===== src/rtl/kamacore_pkg.sv =====
// Shared widths, load funct3 encodings and the writeback FSM state type
// for the kamacore writeback stage.
package kamacore_pkg;

  localparam int cpu_width      = 31;
  localparam int reg_addr_width = 4;

  localparam logic [2:0] LOAD_LB  = 3'b000;
  localparam logic [2:0] LOAD_LH  = 3'b001;
  localparam logic [2:0] LOAD_LW  = 3'b010;
  localparam logic [2:0] LOAD_LBU = 3'b100;
  localparam logic [2:0] LOAD_LHU = 3'b101;

  typedef enum logic {
    IDLE,
    WAIT_MEM
  } wb_state_t;

endpackage


===== src/rtl/kamacore_load_align.sv =====
// Combinational load aligner: picks the byte/halfword lane from a
// word-aligned read and sign- or zero-extends it according to funct3.
module kamacore_load_align
  import kamacore_pkg::*;
#(
  parameter int W = cpu_width + 1
) (
  input  logic [W-1:0] word_i,
  input  logic [1:0]   addr_i,
  input  logic [2:0]   funct3_i,
  output logic [W-1:0] data_o
);

  logic [7:0]  byteLane;
  logic [15:0] halfLane;

  always_comb begin
    byteLane = word_i[7:0];
    case (addr_i)
      2'd0: byteLane = word_i[7:0];
      2'd1: byteLane = word_i[15:8];
      2'd2: byteLane = word_i[23:16];
      2'd3: byteLane = word_i[31:24];
      default: byteLane = word_i[7:0];
    endcase
    // Halfword loads ignore addr bit 0; misalignment is the producer's problem.
    halfLane = addr_i[1] ? word_i[31:16] : word_i[15:0];
  end

  always_comb begin
    data_o = word_i;
    case (funct3_i)
      LOAD_LB:  data_o = {{(W-8){byteLane[7]}}, byteLane};
      LOAD_LH:  data_o = {{(W-16){halfLane[15]}}, halfLane};
      LOAD_LBU: data_o = {{(W-8){1'b0}}, byteLane};
      LOAD_LHU: data_o = {{(W-16){1'b0}}, halfLane};
      LOAD_LW:  data_o = word_i;
      default:  data_o = word_i;
    endcase
  end

endmodule


===== src/rtl/kamacore_stage_writeback.sv =====
// Writeback stage: registers the MEM/WB bundle, waits for load data,
// drives the register-file write port and counts retired instructions.
module kamacore_stage_writeback
  import kamacore_pkg::*;
#(
  parameter int CPU_WIDTH      = cpu_width,
  parameter int REG_ADDR_WIDTH = reg_addr_width
) (
  input  logic                    clk_i,
  input  logic                    reset_i,
  input  logic                    clear_i,
  input  logic                    hold_i,
  input  logic                    in_valid_i,
  input  logic [REG_ADDR_WIDTH:0] in_destination_register_i,
  input  logic [CPU_WIDTH:0]      in_data_memory_result_i,
  input  logic                    in_control_memory_read_i,
  input  logic                    in_control_write_register_i,
  input  logic [2:0]              in_load_funct3_i,
  input  logic                    mem_resp_valid_i,
  input  logic [CPU_WIDTH:0]      mem_resp_data_i,
  output logic                    wb_stall_o,
  output logic                    rf_write_enable_o,
  output logic [REG_ADDR_WIDTH:0] rf_write_address_o,
  output logic [CPU_WIDTH:0]      rf_write_data_o,
  output logic                    retire_pulse_o,
  output logic [63:0]             retired_count_o,
  output logic                    spurious_resp_o
);

  logic                    valid_q;
  logic [REG_ADDR_WIDTH:0] rd_q;
  logic [CPU_WIDTH:0]      result_q;
  logic                    is_load_q;
  logic                    writes_rd_q;
  logic [2:0]              funct3_q;
  logic                    done_q;
  logic                    discard_q;
  logic                    spurious_q;
  logic [63:0]             count_q;
  wb_state_t               state_q, state_d;

  logic               respLive;
  logic               loadPending;
  logic               retire;
  logic [CPU_WIDTH:0] loadData;

  // A response owed to a flushed load must never be mistaken for ours.
  assign respLive    = mem_resp_valid_i && !discard_q;
  assign loadPending = valid_q && is_load_q && !done_q;
  assign retire      = valid_q && !done_q && (!is_load_q || respLive);

  assign wb_stall_o         = loadPending && !respLive;
  assign retire_pulse_o     = retire;
  assign rf_write_enable_o  = retire && writes_rd_q && (rd_q != '0);
  assign rf_write_address_o = rd_q;
  assign rf_write_data_o    = is_load_q ? loadData : result_q;
  assign retired_count_o    = count_q;
  assign spurious_resp_o    = spurious_q;

  kamacore_load_align #(
    .W(CPU_WIDTH + 1)
  ) u_align (
    .word_i  (mem_resp_data_i),
    .addr_i  (result_q[1:0]),
    .funct3_i(funct3_q),
    .data_o  (loadData)
  );

  always_ff @(posedge clk_i) begin
    if (reset_i) state_q <= IDLE;
    else         state_q <= state_d;
  end

  always_comb begin
    state_d = state_q;
    if (!hold_i) begin
      if (clear_i) begin
        state_d = IDLE;
      end else begin
        case (state_q)
          IDLE:     if (loadPending && !respLive) state_d = WAIT_MEM;
          WAIT_MEM: if (respLive || !loadPending) state_d = IDLE;
          default:  state_d = IDLE;
        endcase
      end
    end
  end

  // done_q remembers a retirement that happened under hold so it is not repeated.
  always_ff @(posedge clk_i) begin
    if (reset_i) begin
      valid_q     <= 1'b0;
      rd_q        <= '0;
      result_q    <= '0;
      is_load_q   <= 1'b0;
      writes_rd_q <= 1'b0;
      funct3_q    <= '0;
      done_q      <= 1'b0;
    end else if (hold_i) begin
      if (retire) done_q <= 1'b1;
    end else if (clear_i) begin
      valid_q <= 1'b0;
    end else if (!wb_stall_o) begin
      valid_q     <= in_valid_i;
      rd_q        <= in_destination_register_i;
      result_q    <= in_data_memory_result_i;
      is_load_q   <= in_control_memory_read_i;
      writes_rd_q <= in_control_write_register_i;
      funct3_q    <= in_load_funct3_i;
      done_q      <= 1'b0;
    end
  end

  // Memory responses and retirements are tracked even under hold so none is lost.
  always_ff @(posedge clk_i) begin
    if (reset_i) begin
      count_q    <= '0;
      discard_q  <= 1'b0;
      spurious_q <= 1'b0;
    end else begin
      if (retire) count_q <= count_q + 64'd1;
      if (mem_resp_valid_i) begin
        if (discard_q)         discard_q  <= 1'b0;
        else if (!loadPending) spurious_q <= 1'b1;
      end
      if (!hold_i && clear_i && state_q == WAIT_MEM && loadPending && !respLive)
        discard_q <= 1'b1;
    end
  end

endmodule


===== config.mk =====
export PLATFORM = sky130hd
export DESIGN_NAME = kamacore_stage_writeback
export DESIGN_NICKNAME = d
export VERILOG_FILES = /design/src/rtl/kamacore_pkg.sv /design/src/rtl/kamacore_load_align.sv /design/src/rtl/kamacore_stage_writeback.sv
export SDC_FILE = /design/constraint.sdc
export NUM_CORES = 1
export LEC_CHECK = 0
export CORE_MARGIN = 2
export CORE_UTILIZATION = 30
export DETAILED_ROUTE_END_ITERATION = 6
export PLACE_DENSITY = 0.65
export SLEW_MARGIN = 20
export SYNTH_ARGS = -nofsm -noshare
export SYNTH_HDL_FRONTEND = slang
export SYNTH_SLANG_ARGS = --single-unit

===== constraint.sdc =====
create_clock -name clk_i -period 2 [get_ports clk_i]
set_clock_uncertainty 0.1 [all_clocks]
set_input_delay 0.3 -clock clk_i [delete_from_list [all_inputs] [get_ports clk_i]]
set_output_delay 0.3 -clock clk_i [all_outputs]
set_load 0.005 [all_outputs]

## Yosys cells after proc, flatten, opt, wreduce, memory -nomap -nowiden

Cells that the tools add are included.

| word-level totals | value |
|---|---|
| register bits after elaboration | 111 |
| output and inout port bits | 105 |
| logic and storage cells | 72 |

| operators by class | value |
|---|---|
| add/subtract/negate cells | 1 |
| eq/ne operators | 10 |
| mux-type cells | 16 |
| bitwise logic cells | 6 |
| reductions and logical operators | 28 |

Operator list:

| operator | count |
|---|---|
| 32-bit case mux with 4 select lines | 1 |
| 64-bit by 1-bit adder with 64-bit output (second input constant) | 1 |
| 32-bit two-way mux | 1 |
| 8-bit case mux with 4 select lines | 1 |
| 16-bit two-way mux | 1 |
| 1-bit logical AND | 12 |
| 1-bit two-way mux | 11 |
| 3-bit AND reduction | 3 |
| 3-bit equality test (second input constant) | 2 |
| 1-bit zero test | 6 |
| 1-bit NOT | 6 |
| 5-bit nonzero test | 1 |
| 2-bit equality test (second input constant) | 2 |
| 2-bit by 1-bit inequality test with 1-bit output (second input constant) | 2 |
| 2-bit inequality test (second input constant) | 2 |
| 3-bit by 1-bit equality test with 1-bit output (second input constant) | 1 |
| 3-bit zero test | 1 |
| 2-bit by 1-bit equality test with 1-bit output (second input constant) | 1 |
| 2-bit zero test | 1 |
| 1-bit logical OR | 2 |
| 1-bit case mux with 2 select lines | 1 |
| 2-bit AND reduction | 1 |
| 2-bit nonzero test | 1 |

## Longest topological paths before layout

Gate-level depths: netlist of the first run.

| depth | value |
|---|---|
| word-level depth | 7 |
| mapped depth | 8 |
| mapped depth without buffers | 6 |

## Modules after synthesis

A second synthesis of the first run with hierarchy kept.

| unflattened totals | value |
|---|---|
| cell total of the unflattened synthesis | 694 |
| area, all modules | 5920.7 um^2 |

By module, submodules not included:

| module | times used | cells an instance | area each (um^2) | seq. area each (um^2) |
|---|---|---|---|---|
| kamacore_stage_writeback | 1 | 584 | 5271.3 | 2222.1 |
| kamacore_load_align | 1 | 110 | 649.4 | 0.0 |

## Worst setup path before layout of the first run

OpenSTA, ideal clock, no wires.

| timing | value |
|---|---|
| kind | register to output |
| start point | register result_q[1] |
| end point | output port rf_write_data_o[20] |
| arrival | 1752 ps |
| data required time | 1600 ps |
| path slack | -152 ps |
| stages on the path, launching flop included | 9 |
| buffers on the path | 3 |
| path through | dfxtp_1 buf_2 mux4_2 nand2b_1 a211oi_1 nor2b_1 clkbuf_1 buf_2 a21oi_1 |

| on the way | value |
|---|---|
| longest elaborated chain between the ends | 4 |
| elaborated cells on any way between the ends | 8 |
| classes of those cells | eq/ne (3); mux (4); reduce/logical (1) |

Ends and longest elaborated chain:

| item | RTL line | source |
|---|---|---|
| from (decl) | kamacore_stage_writeback.sv:32 | `logic [CPU_WIDTH:0] result_q;` |
| from (signal assigned) | kamacore_stage_writeback.sv:106 | `result_q <= in_data_memory_result_i;` |
| 2-bit equality test, or another cell as far along | kamacore_load_align.sv:19 | `case (addr_i)` |
| 8-bit case mux with 4 select lines | kamacore_load_align.sv:19 |  |
| 32-bit case mux with 4 select lines * | kamacore_load_align.sv:32 | `case (funct3_i)` |
| 32-bit two-way mux * | kamacore_stage_writeback.sv:56 | `assign rf_write_data_o = is_load_q ? loadData : result_q;` |
| to (decl) | kamacore_stage_writeback.sv:24 | `output logic [CPU_WIDTH:0] rf_write_data_o,` |

Every way passes the cells marked *; elsewhere a longest branch is shown, timed or not.

## Worst setup path in the final report of the first run

| timing | value |
|---|---|
| start point | input port mem_resp_data_i[15] |
| end point | output port rf_write_data_o[27] |

| on the way | value |
|---|---|
| longest elaborated chain between the ends | 3 |
| elaborated cells on any way between the ends | 4 |
| classes of those cells | mux (4) |

Ends and longest elaborated chain:

| item | RTL line | source |
|---|---|---|
| from (decl) | kamacore_stage_writeback.sv:20 | `input logic [CPU_WIDTH:0] mem_resp_data_i,` |
| 8-bit case mux with 4 select lines / 16-bit two-way mux (equally long branches) | kamacore_load_align.sv:19, kamacore_load_align.sv:27 |  |
| 32-bit case mux with 4 select lines * | kamacore_load_align.sv:32 |  |
| 32-bit two-way mux * | kamacore_stage_writeback.sv:56 |  |

Marked as above.

==> impl_summary.md, run 1 <==
Die
From left edge to right edge, the die measures 140 microns. After floorplanning, the core was sized to cover 18100 sq um. The I/O pin count is 185. In this run the vertical extent of the chip is 140 microns. In this run the core area contains 49 standard-cell rows. The area of the die is 19700 sq um.

For this configuration, the core starts out at a cell density of 30.9%.

CTS
The total of hold buffers inserted after clock tree synthesis is 0. Clock tree synthesis inserted a total of 9 buffers. The clock root buffer master is sky130_fd_sc_hd__clkbuf_16. TritonCTS built the clock tree.

The clock drives 111 sinks. The clock tree synthesis step divided the H-tree into 3 levels. Clock-pin slew was measured on the worst setup and hold paths at 0.08 ns. The number of buffers between clock root and the deepest sink is 2.

At the later pin of the worst-skew pair, clock insertion delay measures 0.35 ns.

Worst hold path
The number of stages on the worst hold path is 2. The path with the worst hold slack has its endpoint at retired_count_o[24]$_SDFFE_PP0P_. The classification of the worst-slack hold path is in -> reg. In this run the most critical hold path is launched from reset_i.

Logic synthesis
In this run, synthesis produced a sequential element count of 111. Counting flops with a built-in enable in the synthesized netlist gives 0. The largest area contributor in the netlist is sky130_fd_sc_hd__dfxtp_1.

Synthesis handed over a netlist of 736 instances. The mapped netlist covers 5580 sq um. Synthesis instantiated 54 different standard cells from the library. The sequential element share of the synthesized area is 39.8%. Dividing the synthesized area by the synthesized cell count gives 7.58 sq um.

By area the synthesized netlist is led by sky130_fd_sc_hd__dfxtp_1, sky130_fd_sc_hd__a21oi_1, sky130_fd_sc_hd__nand2_1, sky130_fd_sc_hd__nor2_1, sky130_fd_sc_hd__xor2_1. The net count after synthesis is 817. The Yosys step of the flow raised 0 warnings. The synthesized design devotes to its leading area cell type 39.8% of total area. The share of async-settable or async-resettable flops after synthesis is 0%. For this run, the leading register cell type out of synthesis is sky130_fd_sc_hd__dfxtp_1.

Timing
The max-slew violation count is 0. Setup repair after global routing could not meet its margin everywhere. The achievable frequency is 404 MHz. The final hold violation count came to 0. The post-route minimum period is 2.47 ns. Setup violations remaining at the end of the flow were counted as 43.

Across all hold checks on the routed design, the worst slack comes to 0.252 ns. Of the available clock period, the critical path in the final layout requires 124%. The transition time at the pin with the least slew margin is 0.404 ns. Headroom to the max-slew limit came out at 73.1%. The setup slack after layout is -0.473 ns. The final sum of negative setup slack is -12.88 ns.

Route
The final layout contains routed wiring with a total length of 21200 microns. Dividing the detail-routed wire length by the instance count gives 16.2 microns. For this block, the initial DRC count from the detailed router was 292.

The number of search-and-repair iterations in the first detailed-routing pass is 4. The antenna violation net count after detailed routing is 0. The via count normalized by instance count is 5.07. After detailed routing, the number of remaining DRC violations is 0. For this block, the via count after detailed routing is 6640.

Global routing
The via count of the first global-routing pass came to 6127. The first global-routing pass estimated 31900 microns of wire. The maximum number of pins on one net before global-route repair is 50. The initial antenna violation count was 0. For this run, the total global-route usage over all layers was measured as 20.0%. For this run the aggregate overflow at the end of global routing stands at 0.

Pwr
The analysis attributes to cell leakage a power of 0.00384 uW. Summing internal, switching and leakage power gives 5150 uW. VDD sags by at most 0.373 mV.

Dividing total power by cell area gives a power density of 510 nW/um^2.

Critical path
The required time at the endpoint of the critical path is 1.60 ns. Measured in cells, the most critical reg-to-reg path has a length of 7. The worst-path cell with the longest stage delay is sky130_fd_sc_hd__mux4_2. The worst register-to-register path ends at retired_count_o[56]$_SDFFE_PP0P_.

The critical path startpoint category is an input port. The worst setup path is captured at an output pin. The worst setup path is of the in -> out kind.

The kind of cell with the highest combined delay on the critical path is buffers and inverters. The cell that appears most often on the critical path is sky130_fd_sc_hd__buf_6. The data arrival time at the worst-slack endpoint is 2.07 ns. In this run the register-to-register setup slack is -0.05 ns. In this run the critical register-to-register path is launched from retired_count_o[0]$_SDFFE_PP0P_. The maximum cell stage delay along the critical path is 0.51 ns. The signal on the critical path passes through clkdlybuf4s50_1 > mux4_2 > nand2b_4 > a211oi_2 > nor2b_1 > buf_6 > buf_6 > a21oi_1 > clkbuf_2. The maximum fanout count along the critical path is 6. The critical path contains buffers and inverters numbering 4 combined.

Run status
The final reports fail on negative setup slack. The flow ran to the end, but the final reports show violations.

Finish
Counting the fill cells in the layout gives 1623. For this run, the number of standard cells in the final layout without fillers is 1309. The area growth from synthesis to layout is 80.7%.

The post-route netlist has 34.9% of its cells at a drive strength greater than 1. The repair_antennas step left the layout with diodes totalling 0. The final layout contains 1156 nets.

Place
Prior to clock tree synthesis, the placed netlist has a worst setup slack of -0.766 ns. The final RePlAce weighted congestion is 0.906. The number of port buffers is 184.

The detailed placer's ending HPWL is 14600 microns. After detailed placement, the design holds a cell count of 1238.

Job
The max-cap check violation count is 0.
-- worst max-delay path by stage --
stage,cells after the start,start,endpoint,slack [ns]
final,9,mem_resp_data_i[15],rf_write_data_o[27],-0.47
after global routing,8,result_q[1]$_SDFFE_PP0P_,rf_write_data_o[27],-0.54
after CTS,9,result_q[1]$_SDFFE_PP0P_,rf_write_data_o[25],-0.53
after detailed placement,8,mem_resp_data_i[23],rf_write_data_o[27],-0.77
after global placement,8,mem_resp_data_i[23],rf_write_data_o[19],-0.72
after floorplan,6,retired_count_o[1]$_SDFFE_PP0P_,retired_count_o[62]$_SDFFE_PP0P_,0.0008
-- report_power, final --
group / leakage, uW / internal, uW / switching (uW)
registers: 0.000911 / 2250 / 32.0
clock network: 0.000163 / 1190 / 865
logic: 0.00277 / 441 / 376
-- per-layer routing --
layer | track usage [%] | routed length (microns) | up-vias
li1 | - | - | 3252
met5 | 0 | 0 | -
met2 | 33.1 | 10000 | 234
met4 | 7.28 | 366 | 0
met1 | 25.9 | 9260 | 3123
met3 | 3.83 | 1550 | 31
-- stage by stage --
step           area [sq um]  util, %
6_report              10100     55.8
5_1_grt               10100     55.8
4_1_cts                9360     51.7
3_5_place_dp           8640     47.7
3_3_place_gp           8640     47.7
2_1_floorplan          5630        -
-- kinds of logic after synthesis --
family / after synthesis / synth area share (%)
muxes: 16 / 3.23
DFF: 111 / 39.8
xor gates and xnor gates: 30 / 4.71
and+or+nand+nor: 324 / 28.2
adders and majority gates: 1 / 0.224
AOI/OAI and AO/OA: 179 / 18.4
buffers and inverters: 75 / 5.38
-- cells in the mapped netlist (2+ instances only) --
cell type                   count
sky130_fd_sc_hd__xor2_1        24
sky130_fd_sc_hd__a221oi_1       2
sky130_fd_sc_hd__nand4b_1       2
sky130_fd_sc_hd__nor2b_1        7
sky130_fd_sc_hd__or3_1         16
sky130_fd_sc_hd__nor3_1         3
sky130_fd_sc_hd__nor4_1        10
sky130_fd_sc_hd__inv_1         31
sky130_fd_sc_hd__buf_2          4
sky130_fd_sc_hd__dfxtp_1      111
sky130_fd_sc_hd__nand2_1      131
sky130_fd_sc_hd__nand4_1       24
sky130_fd_sc_hd__and4_1         2
sky130_fd_sc_hd__a2bb2oi_1      6
sky130_fd_sc_hd__clkbuf_1      35
sky130_fd_sc_hd__buf_1          3
sky130_fd_sc_hd__o21ai_1        2
sky130_fd_sc_hd__o31ai_1       10
sky130_fd_sc_hd__or4_1         11
sky130_fd_sc_hd__nand2b_1       3
sky130_fd_sc_hd__and2_1         4
sky130_fd_sc_hd__nand3_2        2
sky130_fd_sc_hd__o22ai_1        9
sky130_fd_sc_hd__nor2_1        74
sky130_fd_sc_hd__o221ai_1       6
sky130_fd_sc_hd__and3_1         3
sky130_fd_sc_hd__mux2_2         6
sky130_fd_sc_hd__xnor2_1        6
sky130_fd_sc_hd__mux2i_1        9
sky130_fd_sc_hd__o21ai_0       33
sky130_fd_sc_hd__a21oi_1      103
sky130_fd_sc_hd__nand3_1       21
sky130_fd_sc_hd__or3_2          2
-- cell usage in the layout (no fill, tap or decap), drive strengths merged, types with 2 or more instances in the layout --
master / netlist / routed
nor2b: 7 / 7
or3: 18 / 18
nor3: 3 / 3
a221oi: 2 / 2
o21ai: 35 / 35
nor4: 11 / 11
mux2: 6 / 6
or4: 11 / 11
clkdlybuf4s50: 0 / 145
nand2b: 4 / 4
mux2i: 9 / 9
o31ai: 10 / 10
buf: 8 / 218
a21oi: 103 / 103
and4: 2 / 2
xnor2: 6 / 6
xor2: 24 / 24
nand4: 26 / 26
dlygate4sd2: 0 / 6
dfxtp: 111 / 111
a211oi: 3 / 3
o221ai: 6 / 6
clkbuf: 36 / 13
and2: 4 / 4
o22ai: 9 / 9
nand3: 23 / 23
a2bb2oi: 6 / 6
nor2: 74 / 74
inv: 31 / 32
and3: 4 / 4
nand2: 131 / 131
nand4b: 2 / 2
bufinv: 0 / 2
-- sequential cells by signal (all words and copies together), names as in the netlist --
register            count
state_q                 1
writes_rd_q             1
result_q               32
retired_count_o        64
spurious_resp_o         1
funct3_q                3
valid_q                 1
done_q                  1
is_load_q               1
rf_write_address_o      5
discard_q               1
-- layout make-up --
class                   count  area, sq um  share of cell area, %
flip-flops and latches    111         2260                   22.4
multi-input cells         550         3730                   37.0
repair buffers            372         3350                   33.2
inverters                  31          119                   1.18
clock inverters             5         87.6                  0.868
well taps                 229          287                   2.84
clock buffers              11          254                   2.52
-- worst register-to-register path, cell delays in order, from the launching register on --
cell and delay, ns:
sky130_fd_sc_hd__dfxtp_4 0.37, sky130_fd_sc_hd__ha_4 0.12, sky130_fd_sc_hd__nand4b_1 0.18, sky130_fd_sc_hd__a211oi_4 0.31, sky130_fd_sc_hd__nand3_2 0.15, sky130_fd_sc_hd__buf_6 0.16
sky130_fd_sc_hd__or4b_4 0.48, sky130_fd_sc_hd__a21oi_2 0.12
-- what timing repair did --
action / 4_1_cts / 5_1_grt
setup endpoints to repair: 67 / 68
endpoints found under the hold margin: 0 / 0
setup buffers: 28 / 30
gates cloned: 2 / 1
gates resized for setup: 184 / 140
pin swaps: 42 / 46
Note: power is estimated with default switching activity, not from simulation.
==> inputs of run 2 (changes only) <==
--- a/config.mk
+++ b/config.mk
@@ -8,5 +8,5 @@
 export CORE_MARGIN = 2
-export CORE_UTILIZATION = 30
+export CORE_UTILIZATION = 42
 export DETAILED_ROUTE_END_ITERATION = 6
-export PLACE_DENSITY = 0.65
+export PLACE_DENSITY = 0.84
 export SLEW_MARGIN = 20
==> constraint.sdc (replaced) <==
create_clock -name clk_i -period 2 [get_ports clk_i]
set_clock_uncertainty 0.1 [all_clocks]
set_input_delay 0.4 -clock clk_i [delete_from_list [all_inputs] [get_ports clk_i]]
set_output_delay 0.4 -clock clk_i [all_outputs]
set_load 0.005 [all_outputs]
==> run 2 against run 1 <==
Effect of this change: final cell count decreased by 3.8%; die area shrank 28%; design area is 0.24% lower; largest power group unchanged; first-iteration DRC count grew to 2.6 times the previous value; register-to-register slack worse by 0.11 ns; sequential power is essentially flat; fmax is 6.8% lower; clock-buffer cell count down 2; global-route usage up 9.5 points; combinational power is 10% higher; the flow still finishes with violations (negative setup slack); flip-flop and latch count unchanged; critical path depth stayed put.
==> impl_summary.md, run 2 (synthesized netlist as in run 1, its figures left out) <==
Place
The cell area reported after detailed placement is 8540 sq um. The post-place setup slack is -1.05 ns. The detailed placer's ending HPWL is 14500 microns.

The final RePlAce weighted congestion is 0.936. The number of port buffers is 184. The post-placement cell count is 1184.

CTS
The CTS tree is yes. The later pin in the worst-skew pair is clocked with a latency of 0.36 ns. CTS placed an instance of sky130_fd_sc_hd__clkbuf_16 at the clock tree root.

The number of buffers between clock root and the deepest sink is 2. Counting the buffers created by CTS gives 9. The clock tree synthesis step divided the H-tree into 3 levels. The number of clock sinks is 111. In this run, post-CTS hold repair placed 0 buffers.

The CTS clock-pin slew for the worst setup and hold paths is 0.08 ns.

Route
The via total after detailed routing is 7526. Wires add up to 26200 microns. The via count normalized by instance count is 5.98.

Dividing the detail-routed wire length by the instance count gives 20.8 microns. The initial detailed-routing violation count is 755. The pre-antenna-repair detailed-routing pass consisted of 6 iterations. Once detail routing completed, the nets flagged for antenna violations numbered 0.

The count of unresolved DRC violations after routing is 0.

Pwr
The part of the total power dissipated in sequential elements is 44.9%. The switching part of the total power is 27.4%. The clock share of power is 37.5%. The switching power total is 1400 uW. The cell-internal power is 3700 uW. Combinational cells account for 17.7% of the total power. For this design the ratio of total power to cell area is 507 nW/um^2. Summing internal, switching and leakage power gives 5100 uW. The total leakage power is 0.00389 uW. The maximum vdd ir drop is 0.374 mV.

Die
The die width is 119 microns. The area of the die is 14200 sq um. The initial utilization of the core area, before any placement, comes to 42.7%. The floorplan step set the die height to 119 microns.

The core footprint is 13100 sq um. The I/O pin count is 185. The number of rows in the core area is 42.

Global routing
The first global-routing pass estimated 33800 microns of wire. In the global route stage, overall resource usage came out at 29.5%. The maximum number of pins on one net before global-route repair is 52. The initial antenna violation count is 0. The remaining global-route overflow is 0. The via count of the first global-routing pass was 6633.

Critical path
The largest individual stage delay along the critical path comes from the cell sky130_fd_sc_hd__mux4_2. The buffering stage count on the worst path with inverters included is 4. The sort of element at the end of the critical path is an output pin. Walking the worst path, the cells encountered are mux4_2 > nand2b_4 > buf_6 > o21ai_4 > buf_6 > buf_6 > a21oi_2 > o22ai_1 > buf_2. STA puts the critical path data arrival time at 2.15 ns. The required time at the endpoint of the critical path is 1.50 ns. Grouping stages by cell kind, the critical path spends the most delay in multiplexers. Along the worst path, the maximum fanout reaches 5. The worst setup path is launched from a register.

The maximum cell stage delay along the critical path is 0.54 ns. The critical path is of the reg -> out type. The most numerous cell on the critical path is sky130_fd_sc_hd__buf_6.

Timing
The final-report setup violation count is 62. In this run the tightest slew margin relative to its limit is 72.0%. For this run, the top clock speed supported by timing is 377 MHz. Setup repair after global routing could not meet its margin everywhere. The final hold violation count is 0. The routed design could run at a clock period as short as 2.65 ns. The max-slew violation count is 0. The worst path uses 133% of the clock period. At the pin with the least slew margin, the transition time is 0.408 ns. Across all setup checks in the final design, the least slack found is -0.652 ns.

Finish
The final-stage net count is 1159. The post-route cell area is 10100 sq um. The register cell area after layout is 2260 sq um. The total of fill cells in the finished design is 752. The area used by multi-input combinational logic is 3790 sq um. The finished layout holds 1259 standard cells, fillers aside. The number of antenna diodes in the final layout is 0. The proportion of layout cells with a drive suffix above 1 is 36.0%. Leaving out fill and tap cells, the most frequent cell in the layout is sky130_fd_sc_hd__clkdlybuf4s50_1. The area growth from synthesis to layout is 80.3%.

Cells fill 76.9% of the core in the end. In the layout the commonest cells are sky130_fd_sc_hd__clkdlybuf4s50_1, sky130_fd_sc_hd__buf_4, sky130_fd_sc_hd__nand2_1. The flip-flop count of the largest register, all copies and words added is 64.

Job
The tool flagged a number of max-cap violations equal to 0.

Run status
The flow ran to the end, but the final reports show violations. The checks that failed: negative setup slack.

Worst hold path
The classification of the worst-slack hold path is in -> reg.
run 2: changes by cell type in the layout (fill, tap and decap cells not counted), sizes merged, moves of 2 or more:
cell           change
dlymetal6s2s       +3
buf                +2
inv                +2
clkinv             +2
clkdlybuf4s50      -3
run 2: cell type report:
type	instances	area share, %
Inverter	31	1.16
Tap cell	176	2.19
Sequential cell	111	22.5
Clock inverter	7	0.796
Clock buffer	9	2.24
Multi-Input combinational cell	551	37.6
Timing Repair Buffer	374	33.5
run 2: worst reg2reg max path, delay by kind of cell (launching register included):
kind            cells  cell delay (ns)
simple gates        3             0.75
compound gates      2             0.56
flops               1             0.37
buf+inv             1             0.17
fa+ha+maj           1             0.14
run 2: per-layer routing:
layer  vias up  wire length (microns)  track usage [%]
li1       3261                      -                -
met1      3547                   9560             36.3
met2       569                  12500             50.8
met3       149                   2680             5.94
met4         0                   1500             11.1
met5         -                      0                0
run 2: stage by stage:
| stage | hold WS [ns] | setup TNS [ns] |
|---|---|---|
| 3_5_place_dp | 0.347 | -54.23 |
| 5_1_grt | 0.319 | -23.21 |
| 2_1_floorplan | 0.336 | -0.553 |
| 3_3_place_gp | 0.342 | -49.92 |
| 4_1_cts | 0.297 | -16.55 |
| 6_report | 0.310 | -19.50 |
run 2: worst paths after layout:
path	start	endpoint	slack [ns]	depth (start not counted)
worst min-delay path	reset_i	retired_count_o[61]$_SDFFE_PP0P_	0.31	2
worst min register to register	result_q[20]$_SDFFE_PP0P_	result_q[20]$_SDFFE_PP0P_	0.36	2
worst max-delay path	result_q[1]$_SDFFE_PP0P_	rf_write_data_o[14]	-0.65	9
worst max register to register	retired_count_o[0]$_SDFFE_PP0P_	retired_count_o[50]$_SDFFE_PP0P_	-0.16	7
run 2: repair_timing:
item | CTS | global route
buffers inserted | 23 | 37
cloned | 2 | 0
pin swaps | 26 | 83
setup endpoints to repair | 67 | 70
resized for setup | 190 | 159
run 2: power by group through the flow:
stage | Sequential (uW) | Combinational (uW) | Clock (uW)
after detailed placement | 2330 | 673 | 0
final | 2290 | 901 | 1910
after floorplan | 2320 | 264 | 0
after CTS | 2280 | 726 | 1910
after global routing | 2290 | 935 | 2010
after global placement | 2330 | 665 | 0
